[src/rtl/axi_rd_arb.sv]
// Two-requester AXI read command arbiter with ARID-tagged response steering and outstanding-burst throttling.
// Build option: define AXI_RD_ARB_PRIO_EN for fixed priority (requester 0 wins); otherwise round-robin.
module axi_rd_arb #(
   parameter int unsigned ARID_WIDTH  = 4,
   parameter int unsigned ADDR_WIDTH  = 10,
   parameter int unsigned RDATA_WIDTH = 64,
   parameter int unsigned MAX_OUTS    = 8
) (
   input  logic                   clk,
   input  logic                   rst_n,
   input  logic                   req0_arvld,
   input  logic [ADDR_WIDTH-1:0]  req0_araddr,
   input  logic [7:0]             req0_arlen,
   input  logic [2:0]             req0_arsize,
   input  logic [1:0]             req0_arburst,
   input  logic [2:0]             req0_arstr,
   input  logic [3:0]             req0_arnum,
   output logic                   req0_arrdy,
   output logic                   req0_rvld,
   output logic [RDATA_WIDTH-1:0] req0_rdata,
   output logic [1:0]             req0_rresp,
   output logic                   req0_rlast,
   input  logic                   req0_rrdy,
   input  logic                   req1_arvld,
   input  logic [ADDR_WIDTH-1:0]  req1_araddr,
   input  logic [7:0]             req1_arlen,
   input  logic [2:0]             req1_arsize,
   input  logic [1:0]             req1_arburst,
   input  logic [2:0]             req1_arstr,
   input  logic [3:0]             req1_arnum,
   output logic                   req1_arrdy,
   output logic                   req1_rvld,
   output logic [RDATA_WIDTH-1:0] req1_rdata,
   output logic [1:0]             req1_rresp,
   output logic                   req1_rlast,
   input  logic                   req1_rrdy,
   output logic                   lsu_axi_arvld,
   output logic [ARID_WIDTH-1:0]  lsu_axi_arid,
   output logic [ADDR_WIDTH-1:0]  lsu_axi_araddr,
   output logic [7:0]             lsu_axi_arlen,
   output logic [2:0]             lsu_axi_arsize,
   output logic [1:0]             lsu_axi_arburst,
   output logic [2:0]             lsu_axi_arstr,
   output logic [3:0]             lsu_axi_arnum,
   input  logic                   axi_lsu_arrdy,
   input  logic                   axi_lsu_rvld,
   input  logic [ARID_WIDTH-1:0]  axi_lsu_rid,
   input  logic [RDATA_WIDTH-1:0] axi_lsu_rdata,
   input  logic [1:0]             axi_lsu_rresp,
   input  logic                   axi_lsu_rlast,
   output logic                   lsu_axi_rrdy,
   output logic                   arb_err
);
   localparam int unsigned SEQ_W  = ARID_WIDTH - 1;
   localparam int unsigned OUTS_W = 4;
   localparam int unsigned SUM_W  = OUTS_W + 1;

   typedef enum logic {S_IDLE, S_ISSUE} state_t;

   state_t                  r_state, w_state_nxt;
   logic                    r_arvld;
   logic                    r_win;
   logic [ARID_WIDTH-1:0]   r_arid;
   logic [ADDR_WIDTH-1:0]   r_araddr;
   logic [7:0]              r_arlen;
   logic [2:0]              r_arsize;
   logic [1:0]              r_arburst;
   logic [2:0]              r_arstr;
   logic [3:0]              r_arnum;
   logic [SEQ_W-1:0]        r_seq [2];
   logic [OUTS_W-1:0]       r_outs [2];
   logic                    r_err;

   logic [1:0]              w_req_vld;
   logic [ADDR_WIDTH-1:0]   w_req_addr  [2];
   logic [7:0]              w_req_len   [2];
   logic [2:0]              w_req_size  [2];
   logic [1:0]              w_req_burst [2];
   logic [2:0]              w_req_str   [2];
   logic [3:0]              w_req_num   [2];
   logic [1:0]              w_elig;
   logic                    w_pick;
   logic                    w_load;
   logic                    w_accept;
   logic                    w_o;
   logic                    w_beat_last;
   logic                    w_err_set;
   logic [OUTS_W-1:0]       w_outs_nxt [2];
   logic                    w_rid_unused;

   assign w_req_vld      = {req1_arvld, req0_arvld};
   assign w_req_addr[0]  = req0_araddr;
   assign w_req_addr[1]  = req1_araddr;
   assign w_req_len[0]   = req0_arlen;
   assign w_req_len[1]   = req1_arlen;
   assign w_req_size[0]  = req0_arsize;
   assign w_req_size[1]  = req1_arsize;
   assign w_req_burst[0] = req0_arburst;
   assign w_req_burst[1] = req1_arburst;
   assign w_req_str[0]   = req0_arstr;
   assign w_req_str[1]   = req1_arstr;
   assign w_req_num[0]   = req0_arnum;
   assign w_req_num[1]   = req1_arnum;

   // A requester may issue only if the whole strided group fits under the outstanding limit.
   always_comb begin
      w_elig = '0;
      for (int n = 0; n < 2; n++) begin
         w_elig[n] = w_req_vld[n] &&
                     ((SUM_W'(r_outs[n]) + SUM_W'(w_req_num[n])) <= SUM_W'(MAX_OUTS));
      end
   end

`ifdef AXI_RD_ARB_PRIO_EN
   assign w_pick = ~w_elig[0];
`else
   logic r_last;

   assign w_pick = (&w_elig) ? ~r_last : w_elig[1];

   always_ff @(posedge clk or negedge rst_n) begin
      if (!rst_n)        r_last <= 1'b1;
      else if (w_accept) r_last <= r_win;
   end
`endif

   always_ff @(posedge clk or negedge rst_n) begin
      if (!rst_n) r_state <= S_IDLE;
      else        r_state <= w_state_nxt;
   end

   always_comb begin
      w_state_nxt = r_state;
      w_load      = 1'b0;
      w_accept    = 1'b0;
      case (r_state)
         S_IDLE: begin
            if (|w_elig) begin
               w_load      = 1'b1;
               w_state_nxt = S_ISSUE;
            end
         end
         S_ISSUE: begin
            if (r_arvld && axi_lsu_arrdy) begin
               w_accept    = 1'b1;
               w_state_nxt = S_IDLE;
            end
         end
         default: w_state_nxt = S_IDLE;
      endcase
   end

   // Command register: captured on grant, held stable until the downstream handshake.
   always_ff @(posedge clk or negedge rst_n) begin
      if (!rst_n) begin
         r_arvld   <= 1'b0;
         r_win     <= 1'b0;
         r_arid    <= '0;
         r_araddr  <= '0;
         r_arlen   <= '0;
         r_arsize  <= '0;
         r_arburst <= '0;
         r_arstr   <= '0;
         r_arnum   <= '0;
      end else if (w_load) begin
         r_arvld   <= 1'b1;
         r_win     <= w_pick;
         r_arid    <= {w_pick, r_seq[w_pick]};
         r_araddr  <= w_req_addr[w_pick];
         r_arlen   <= w_req_len[w_pick];
         r_arsize  <= w_req_size[w_pick];
         r_arburst <= w_req_burst[w_pick];
         r_arstr   <= w_req_str[w_pick];
         r_arnum   <= w_req_num[w_pick];
      end else if (w_accept) begin
         r_arvld   <= 1'b0;
      end
   end

   assign w_o          = axi_lsu_rid[ARID_WIDTH-1];
   assign w_rid_unused = ^axi_lsu_rid[ARID_WIDTH-2:0];
   assign w_beat_last  = axi_lsu_rvld && lsu_axi_rrdy && axi_lsu_rlast;

   // Outstanding counters: add the accepted group, retire one burst per returned rlast.
   always_comb begin
      w_err_set = 1'b0;
      for (int n = 0; n < 2; n++) begin
         w_outs_nxt[n] = r_outs[n];
         if (w_accept && (r_win == 1'(n))) w_outs_nxt[n] = w_outs_nxt[n] + r_arnum;
         if (w_beat_last && (w_o == 1'(n))) begin
            if (r_outs[n] != '0) w_outs_nxt[n] = w_outs_nxt[n] - OUTS_W'(1);
            else                 w_err_set     = 1'b1;
         end
      end
   end

   always_ff @(posedge clk or negedge rst_n) begin
      if (!rst_n) begin
         r_outs[0] <= '0;
         r_outs[1] <= '0;
         r_seq[0]  <= '0;
         r_seq[1]  <= '0;
         r_err     <= 1'b0;
      end else begin
         r_outs[0] <= w_outs_nxt[0];
         r_outs[1] <= w_outs_nxt[1];
         if (w_accept)  r_seq[r_win] <= r_seq[r_win] + SEQ_W'(1);
         if (w_err_set) r_err        <= 1'b1;
      end
   end

   assign req0_arrdy      = w_accept && !r_win;
   assign req1_arrdy      = w_accept &&  r_win;
   assign lsu_axi_arvld   = r_arvld;
   assign lsu_axi_arid    = r_arid;
   assign lsu_axi_araddr  = r_araddr;
   assign lsu_axi_arlen   = r_arlen;
   assign lsu_axi_arsize  = r_arsize;
   assign lsu_axi_arburst = r_arburst;
   assign lsu_axi_arstr   = r_arstr;
   assign lsu_axi_arnum   = r_arnum;
   assign arb_err         = r_err;

   // Beats steer purely on the ARID MSB; payload fans out to both requesters.
   assign req0_rvld    = axi_lsu_rvld && !w_o;
   assign req1_rvld    = axi_lsu_rvld &&  w_o;
   assign req0_rdata   = axi_lsu_rdata;
   assign req1_rdata   = axi_lsu_rdata;
   assign req0_rresp   = axi_lsu_rresp;
   assign req1_rresp   = axi_lsu_rresp;
   assign req0_rlast   = axi_lsu_rlast;
   assign req1_rlast   = axi_lsu_rlast;
   assign lsu_axi_rrdy = w_o ? req1_rrdy : req0_rrdy;

endmodule

[config.mk]
export PLATFORM = sky130hd
export DESIGN_NAME = axi_rd_arb
export DESIGN_NICKNAME = d
export VERILOG_FILES = /design/src/rtl/axi_rd_arb.sv
export SDC_FILE = /design/constraint.sdc
export NUM_CORES = 1
export LEC_CHECK = 0
export CORE_AREA = 3 3 121 123
export CTS_BUF_LIST = sky130_fd_sc_hd__clkbuf_8
export DETAILED_ROUTE_END_ITERATION = 8
export DIE_AREA = 0 0 124 126
export PLACE_DENSITY = 0.74
export SETUP_SLACK_MARGIN = 0.5
export SLEW_MARGIN = 20
export SYNTH_ARGS = -nofsm -noshare
export SYNTH_HDL_FRONTEND = slang
export SYNTH_SLANG_ARGS = --single-unit
export TNS_END_PERCENT = 50
[constraint.sdc]
create_clock -name clk -period 3.03 [get_ports clk]
set_input_delay 0.4545 -clock clk [delete_from_list [all_inputs] [get_ports clk]]
set_output_delay 0.4545 -clock clk [all_outputs]
set_load 0.02 [all_outputs]
; ---- Word-level counts from Yosys, hierarchy flattened
; Index checks and enable logic that the tools add are counted.
[word_totals]
out_inout_bits = 175
reg_bits = 53
input_bits = 139
elab_cells = 101
[op_classes]
add_sub_neg = 7
reduce_logical = 20
mux = 47
magnitude_cmp = 5
bitwise = 6
[op_table]
columns = cell, n
row1 = 2-to-1 mux 3 bit, 13
row2 = 2-to-1 mux 4 bit, 9
row3 = 2-to-1 mux 10 bit, 3
row4 = 2-to-1 mux 8 bit, 3
row5 = logical AND 1 bit, 13
row6 = 2-to-1 mux 1 bit, 13
row7 = adder 4 x 4 -> 5 bit, 2
row8 = <= comparator 5 x 4 -> 1 bit (second input constant), 2
row9 = adder 4 bit, 2
row10 = nonzero test 4 bit, 2
row11 = subtractor 4 x 1 -> 4 bit (second input constant), 2
row12 = bitwise mux 6 bit, 1
row13 = 2-to-1 mux 2 bit, 3
row14 = greater-or-equal comparator 2 bit (second input constant), 2
row15 = NOT 1 bit, 4
row16 = NOT 1 -> 2 bit, 2
row17 = adder 3 x 1 -> 3 bit (second input constant), 1
row18 = demux 3 bit (select 1 bit), 1
row19 = zero test 1 bit, 2
row20 = < comparator 2 x 1 -> 1 bit (second input constant), 1
row21 = case mux 1 bit (2 select lines), 1
row22 = AND reduction 2 bit, 1
row23 = nonzero test 2 bit, 1
row24 = OR reduction 2 bit, 1

; ---- Depth between registers and ports, before layout
; Gate-level depths: netlist of the first run.
[depth]
word_depth = 9
ltp_mapped = 9
depth_no_buf = 8

; ---- Worst setup path after synthesis of the first run
; OpenSTA, ideal clock, no wires.
[synth_path]
path_type = input-to-reg
from = in req1_arnum[0]
to = reg r_arlen[0], in the netlist lsu_axi_arlen[0]
t_required_ps = 2905
setup_time_ps = 125
path_slack_ps = 315
n_path_buf = 1
arrival_ps = 2590
stages = 9
cell_sequence = ha_1 fa_1 xor2_1 or3_1 a21oi_2 nor2_1 a21oi_4 buf_6 mux2_4
[synth_between]
elab_chain_len = 9
elab_cells_between_ends = 12
cone_classes = 1 x add/sub / 1 x order compare / 6 x mux / 1 x bitwise / 3 x reduce/logical
[synth_lines]
columns = element, line_no
row1 = "start, declared", 30  ; input logic [3:0] req1_arnum,
row2 = adder 4 x 4 -> 5 bit *, 110  ; ((SUM_W'(r_outs[n]) + SUM_W'(w_req_num[n])) <= SUM_W'(MAX_OUTS));
row3 = <= comparator 5 x 4 -> 1 bit *, 110
row4 = logical AND 1 bit *, 109  ; w_elig[n] = w_req_vld[n] &&
row5 = AND reduction 2 bit, 119  ; assign w_pick = (&w_elig) ? ~r_last : w_elig[1];
row6 = 2-to-1 mux 1 bit, 119
row7 = NOT 1 -> 2 bit (implied by the code), 170  ; r_arlen <= w_req_len[w_pick];
row8 = 2-to-1 mux 8 bit (implied by the code) (3 in a row), 170
row9 = "end signal, assigned", 170
row10 = "end, declared", 65  ; logic [7:0] r_arlen;
; Every way passes the cells marked *; elsewhere a longest branch is shown, timed or not. The select of a mux whose other input is x is not followed.
; A chain may end at the register's enable or synchronous reset.

; ---- Worst setup path after layout of the first run
[layout_path]
from = in req0_arnum[3]
to = reg r_arlen[2], in the netlist lsu_axi_arlen[2]
[layout_between]
elab_chain_len = 9
elab_cells_between_ends = 12
cone_classes = 1 x add/sub / 1 x order compare / 6 x mux / 1 x bitwise / 3 x reduce/logical
[layout_lines]
columns = element, line_no
row1 = "start, declared", 17  ; input logic [3:0] req0_arnum,
row2 = adder 4 x 4 -> 5 bit *, 110
row3 = <= comparator 5 x 4 -> 1 bit *, 110
row4 = logical AND 1 bit *, 109
row5 = AND reduction 2 bit, 119
row6 = 2-to-1 mux 1 bit, 119
row7 = NOT 1 -> 2 bit (implied by the code), 170
row8 = 2-to-1 mux 8 bit (implied by the code) (3 in a row), 170
; Marked as above.

==> results of run 1 <==
==> area by class of cell <==
class / instances / area share (%)
diodes: 1 / 0.0486
clock buffers: 5 / 1.34
clock inverters: 3 / 0.534
inverters: 9 / 0.656
multi-input cells: 176 / 38.5
flip-flops and latches: 52 / 25.3
well taps: 180 / 4.37
repair buffers: 140 / 29.2
==> timing repair <==
| item | in CTS | in global routing |
|---|---|---|
| resized for setup | 15 | 0 |
| cloned | 4 | 0 |
| pin swaps | 3 | 1 |
| endpoints found under the hold margin | 0 | 0 |
| endpoints found under the setup margin | 36 | 36 |
| setup buffers | 9 | 1 |
==> metrics by stage <==
step / util (%) / total power [mW] / TNS [ns]
finish: 37.4 / 4.87 / 0
global route: 37.4 / 5.21 / 0
CTS: 37.3 / 4.93 / 0
detailed placement: 34.7 / 4.04 / -6.07
global placement: 34.7 / 3.95 / -5.62
floorplan: - / 3.33 / 0
==> cells in the mapped netlist, types with 2 or more instances <==
cell type    n  share of area, %
a211oi_1     2              0.35
a21o_1       4              0.69
a21oi_1      7              0.81
a31oi_1      2              0.29
and3b_1      2              0.40
buf_4      135                23
buf_6        4               1.0
buf_8        2              0.69
dfrtp_1     51                29
fa_1         4               1.8
ha_1        17               4.9
inv_1        9              0.78
mux2_2      13               3.4
mux2_4      56                19
mux2i_1      8               1.8
nand2_1     10              0.87
nand3_1      5              0.58
nand4_1      2              0.29
nor2_1       4              0.35
nor2b_1      3              0.43
xnor2_1     12               2.4
xor2_1       5               1.0
==> critical path, stage by stage <==
cell and delay (ns):
clkdlybuf4s50_1 0.53, ha_4 0.24, a211oi_2 0.21, a31oi_1 0.07, o32ai_2 0.26, buf_4 0.18
o2bb2ai_4 0.15, buf_12 0.14, bufbuf_16 0.25, mux2_4 0.29, mux2_4 0.26
==> worst max-delay path by stage <==
stage	endpoint	slack (ns)	depth (start not counted)
2_1_floorplan	lsu_axi_arlen[0]$_DFFE_PN0P_	0.39	9
3_3_place_gp	lsu_axi_arnum[3]$_DFFE_PN0P_	-0.20	9
3_5_place_dp	lsu_axi_araddr[0]$_DFFE_PN0P_	-0.22	11
4_1_cts	lsu_axi_arsize[1]$_DFFE_PN0P_	0.18	11
5_1_grt	lsu_axi_arsize[1]$_DFFE_PN0P_	0.13	11
6_report	lsu_axi_arlen[2]$_DFFE_PN0P_	0.18	11
==> placed cells by master (no fill, tap or decap), drive strengths merged, types with 2 or more instances in the layout <==
master / n
clkdlybuf4s50: 107
mux2: 69
dfrtp: 51
buf: 27
ha: 17
xnor2: 12
nand2: 10
inv: 10
a21oi: 9
mux2i: 8
nand3: 5
xor2: 5
clkbuf: 5
nor2: 5
a21o: 4
dlygate4sd2: 4
fa: 4
nor2b: 3
a211oi: 3
nand4: 2
a31oi: 2
and3b: 2
bufbuf: 2
==> metal layers <==
layer / vias to the layer above / GRT usage, %
li1: 1161 / -
met1: 1212 / 12.7
met2: 125 / 20.1
met3: 30 / 4.04
met4: 0 / 4.38
met5: - / 0
==> registers in the layout (all words and copies together), names as in the netlist, 2 cells and up <==
| register | cells |
|---|---|
| lsu_axi_arstr | 3 |
| r_seq | 6 |
| lsu_axi_arlen | 8 |
| lsu_axi_arsize | 3 |
| lsu_axi_arburst | 2 |
| lsu_axi_araddr | 10 |
| lsu_axi_arid | 3 |
| lsu_axi_arnum | 4 |
| r_outs | 8 |
==> kinds of logic (layout without fill, tap and decap cells) <==
logic type | Yosys count | count (layout) | synth area share [%]
simple gates | 37 | 37 | 4.71
compound gates | 24 | 24 | 4.39
flops | 52 | 52 | 30.1
buf+inv | 151 | 157 | 26.0
fa+ha+maj | 21 | 21 | 6.76
other cells | 0 | 1 | 0
xor+xnor | 17 | 17 | 3.44
mux | 77 | 77 | 24.6
==> report_power, final <==
| group | internal [mW] | total, mW | switching, mW |
|---|---|---|---|
| Sequential | 1.01 | 1.30 | 0.283 |
| Clock | 0.170 | 0.425 | 0.255 |
| Combinational | 1.90 | 3.15 | 1.25 |
==> impl_results.md, run 1 <==
- Vias in the first global route: 2739
- Root Driver: clkbuf_8
- EDFF count, synth: 0
- Fin crit period: 2.85 ns
- Post-Place Setup Slack: -0.220 ns
- Metal-1 WL: 3500 um
- Layout fillers: 1322
- Initial DRT Pass Iterations: 4
- DR vias/cell: 4.47
- Setup violations, final: 0
- Avg Cell Area, Syn: 11.4 um2
- Iter 0 DRT Violations: 79
- Pwr/cell area: 945 nW/um2
- First-pass GRT wire length: 14100 um
- VDD IR max: 259 uV
- Syn-to-layout area delta: 18.9%
- Leakage: 2.27 nW
- Worst-path fanout max: 5
- Top layer in use: met4
- Gr ovfl total: 0
- Placer Congestion: 0.759
- Register area: 1300 um2
- Cell Area, Synth: 4330 um2
- Reg clk slew, reported paths: 0.10 ns
- RR Endpoint: lsu_axi_arlen[4]$_DFFE_PN0P_
- CTS buffer count: 5
- Worst-Margin Slew: 0.577 ns
- Post-DP Area: 4780 um2
- FFs w/ async S/R, synth: 100%
- DR DRC count: 0
- Multi-input logic area: 1980 um2
- DIE WIDTH: 124 um
- Total wire length: 9260 um
- Relative slew slack: 61.5%
- # IOs: 314
- Placed Instances: 543
- Total GRT Usage: 11.5%
- Maxcap violations: 0
- Tcrit/Tclk final: 94.2%
- Outcome: finished clean
- Sequential cell area fraction in the yosys report: 30.1%
- Synth Register Bits: 52
- Post-synthesis cell type count: 44
- Final instance area: 5150 um2
- Pin count of the biggest net entering global routing: 29
- Hold buffers post-CTS: 0
- # H-tree levels: 2
- Reg-to-reg critical path startpoint: r_outs[0]$_DFF_PN0_
- Total number of vias: 2528
- CP Capture Type: flop
- WP data required: 3.22 ns
- Detailed-placement wirelength estimate: 7160 um
- Unrepaired setup endpoints after global routing: yes
- Final-stage net count: 544
- Starting density of the core: 31.4%
- Crit path arrival time: 3.05 ns
- Hold WS: 0.123 ns
- Worst Skew: 0.0115 ns
- Mapped Cells: 379
- Hold Path Class: in2async
- R2R setup slack: 0.19 ns
- Met3 wire length: 1010 um
- Die H: 126 um
- Antenna Nets Post-Route: 0
- Number of port buffers: 112
- Syn_nets: 539
- Clk_lat worst skew: 0.32 ns
- Startpoint types: input pin
- Antenna violations before repair: 1
- Fin. max-slew vios: 0
- Clock Tree Buf Depth: 2
- Yosys warning count: 0
- CTS tree: done
- Met2 WL: 4570 um
- Die Area: 15600 um2
- WL/cell: 16.4 um
- Worst Setup Slack, final: 0.176 ns
- Core ar.: 13800 um2
- Final cell count without fillers: 566
- Most common flop cell mapped by yosys: dfrtp_1
- Layout cell share with drive strength beyond 1: 32.2%
- Worst Setup Path Type: in2reg
- CTS Sinks: 52
- R2r worst-path depth: 11
- Worst setup path startpoint: req0_arnum[3]
- Final hold vios: 0
- FP Rows: 43
- Fmax: 0.350 GHz
No activity file was read; power rests on OpenSTA's default activity.
==> run 2: changes to the inputs <==
--- a/config.mk
+++ b/config.mk
@@ -5,6 +5,7 @@
 export SDC_FILE = /design/constraint.sdc
 export NUM_CORES = 1
 export LEC_CHECK = 0
+export ABC_CLOCK_PERIOD_IN_PS = 3030
 export CORE_AREA = 3 3 121 123
 export CTS_BUF_LIST = sky130_fd_sc_hd__clkbuf_8
 export DETAILED_ROUTE_END_ITERATION = 8
==> results of run 2 <==
No change in the layout: final DEF, timing and power equal those of run 1.
==> run 3: changes to the inputs <==
--- a/config.mk
+++ b/config.mk
@@ -5,13 +5,12 @@
 export SDC_FILE = /design/constraint.sdc
 export NUM_CORES = 1
 export LEC_CHECK = 0
-export ABC_CLOCK_PERIOD_IN_PS = 3030
+export ABC_CLOCK_PERIOD_IN_PS = 3000
 export CORE_AREA = 3 3 121 123
 export CTS_BUF_LIST = sky130_fd_sc_hd__clkbuf_8
 export DETAILED_ROUTE_END_ITERATION = 8
 export DIE_AREA = 0 0 124 126
 export PLACE_DENSITY = 0.74
-export SETUP_SLACK_MARGIN = 0.5
 export SLEW_MARGIN = 20
 export SYNTH_ARGS = -nofsm -noshare
 export SYNTH_HDL_FRONTEND = slang
==> constraint.sdc (replaced) <==
create_clock -name clk -period 3 [get_ports clk]
set_input_delay 0.45 -clock clk [delete_from_list [all_inputs] [get_ports clk]]
set_output_delay 0.45 -clock clk [all_outputs]
set_load 0.02 [all_outputs]
==> run 3 against run 2 <==
  * Final cell count down 1.6%
  * Clock power up 38%
  * Cell area down 2.7%
  * Critical path type unchanged
  * Largest power group unchanged
==> impl_results.md, run 3 (synthesis results as in run 1) <==
- Fin. max-slew vios: 0 (unchanged)
- Startpoint types: input pin
- WP data required: 3.20 ns (-0.02 ns)
- Fmax: 0.339 GHz
- Core ar.: 13800 um2 (unchanged)
- Vias in the first global route: 2717 (-0.80%)
- Clk_lat worst skew: 0.31 ns (about the same)
- Fin crit period: 2.95 ns
- Total number of vias: 2545 (+0.67%)
- Metal-1 WL: 3580 um (+2.5%)
- Root Driver: clkbuf_8
- Die H: 126 um (unchanged)
- Crit path arrival time: 3.15 ns (+0.10 ns)
- Total GRT Usage: 11.9% (+0.44 points)
- Maxcap violations: 0 (unchanged)
- Antenna Cells: 0 (-1)
- DR DRC count: 0 (unchanged)
- Placer Congestion: 0.808 (+6.5%)
- Syn-to-layout area delta: 15.7%
- First-pass GRT wire length: 14500 um (+2.8%)
- DR vias/cell: 4.57 (+2.3%)
- Worst Skew: 0.00554 ns (-0.00596 ns)
- Max reg flops: 10 (unchanged)
- Register area: 1300 um2 (about the same)
- Antenna Nets Post-Route: 0 (unchanged)
- Gr ovfl total: 0 (unchanged)
- Hold Path Class: in2async
- Setup violations, final: 0 (unchanged)
- Sum Neg Setup Slack: 0 ns (unchanged)
- FP Rows: 43 (unchanged)
- Top layer in use: met4
- Detailed-placement wirelength estimate: 7720 um (+7.7%)
- CTS buffer count: 5 (unchanged)
- Layout cell share with drive strength beyond 1: 30.0% (-2.2 points)
- Leading cell types in the layout, fill and taps excluded: clkdlybuf4s50_1, mux2_4, dfrtp_1, ha_1, mux2_2
- Outcome: finished clean
- Worst-path fanout max: 12 (+7)
- CP Capture Type: flop
- Final hold vios: 0 (unchanged)
- Leakage: 2.20 nW (-3.3%)
- Initial DRT Pass Iterations: 4 (unchanged)
- Total power: 4.72 mW (-3.1%)
- # H-tree levels: 2 (unchanged)
- Layout fillers: 1371 (+3.7%)
- Antenna violations before repair: 0 (-1)
- Tcrit/Tclk final: 98.3%
- Clock Tree Buf Depth: 2 (unchanged)
- CTS tree: done
- Relative slew slack: 37.4% (-24 points)
- CTS Sinks: 52 (unchanged)
- Pwr/cell area: 942 nW/um2 (-0.37%)
- Pin count of the biggest net entering global routing: 42 (+45%)
- Met2 WL: 5050 um (+11%)
- Reg clk slew, reported paths: 0.10 ns (about the same)
- Worst-Margin Slew: 0.939 ns (+0.361 ns)
- Number of port buffers: 112 (unchanged)
- Met3 wire length: 1060 um (+4.9%)
- VDD IR max: 324 uV (+25%)
- Starting density of the core: 31.4% (unchanged)
- Multi-input logic area: 1950 um2 (-1.8%)
- Iter 0 DRT Violations: 106 (+34%)
- Worst Setup Path Type: in2reg
- Die Area: 15600 um2 (unchanged)
- Most common cell after layout, fill and taps aside: clkdlybuf4s50_1
- Total wire length: 9990 um (+7.8%)
- # IOs: 314 (unchanged)
- WL/cell: 17.9 um (+9.6%)
- DIE WIDTH: 124 um (unchanged)
- Final-stage net count: 536 (-1.5%)
run 3: changes by cell type in the layout (fill, tap and decap cells not counted), moves of 3 or more:
| cell | previous run | this run |
|---|---|---|
| clkdlybuf4s50_1 | 107 | 111 |
| ha_4 | 3 | 0 |
| buf_12 | 7 | 4 |
| dlygate4sd2_1 | 4 | 0 |
| buf_4 | 15 | 11 |
run 3: metal layers:
layer | GRT usage, % | vias to the layer above
li1 | - | 1143
met1 | 12.5 | 1217
met5 | 0 | -
met4 | 4.64 | 0
met3 | 4.58 | 44
met2 | 21.3 | 141
run 3: final timing paths:
path | from | to | slack (ns) | cells past startpoint
hold reg to reg | r_last$_DFFE_PN1N_ | r_last$_DFFE_PN1N_ | 0.48 | 2
hold / removal | rst_n | lsu_axi_arlen[4]$_DFFE_PN0P_ | 0.27 | 1
setup / recovery | req0_arnum[0] | lsu_axi_arlen[0]$_DFFE_PN0P_ | 0.05 | 12
setup reg to reg | r_outs[4]$_DFF_PN0_ | lsu_axi_arlen[0]$_DFFE_PN0P_ | 0.21 | 11
max in group asynchronous | rst_n | r_outs[0]$_DFF_PN0_ | 2.00 | 2
min in group clk | r_last$_DFFE_PN1N_ | r_last$_DFFE_PN1N_ | 0.48 | 2
run 3: report_power, final:
group | internal [mW] | switching (mW) | total [mW]
clock network | 0.336 | 0.249 | 0.585
registers | 1.02 | 0.291 | 1.31
logic | 1.61 | 1.21 | 2.82
run 3: final cells by class:
cell class / count / area share [%]
inverter: 9 / 0.674
clock inverter: 3 / 1.37
multi-input combinational: 176 / 38.9
tap: 180 / 4.49
sequential: 52 / 26.0
clock buffer: 5 / 1.37
timing repair buffer: 132 / 27.2
run 3: worst max-delay path: stages:
cell and delay (ns):
clkdlybuf4s50_1 0.44, ha_2 0.22, fa_2 0.36, a211oi_2 0.16, a31oi_1 0.09, o32ai_2 0.26, buf_4 0.17, nand3b_1 0.14
a21oi_4 0.24, buf_6 0.15, buf_12 0.15, mux2_4 0.30
run 3: repair_timing:
item | in CTS | in global routing
resized for setup | 1 | 15
hold buffers | 0 | 0
pin swaps | 0 | 3
cloned | 0 | 2
setup buffers | 0 | 7
endpoints found under the setup margin | 16 | 32
run 3: per-stage QoR:
step / hold WS [ns] / setup slack (ns) / cells / instance area [um2] / util, %
after floorplan: 0.154 / 0.289 / 379 / 4330 / -
after global routing: 0.356 / -0.0365 / 557 / 5010 / 36.4
after global placement: 0.454 / -0.306 / 540 / 4710 / 34.2
after CTS: 0.306 / -0.0130 / 548 / 4860 / 35.3
after detailed placement: 0.458 / -0.374 / 540 / 4710 / 34.2
final: 0.274 / 0.0518 / 557 / 5010 / 36.4
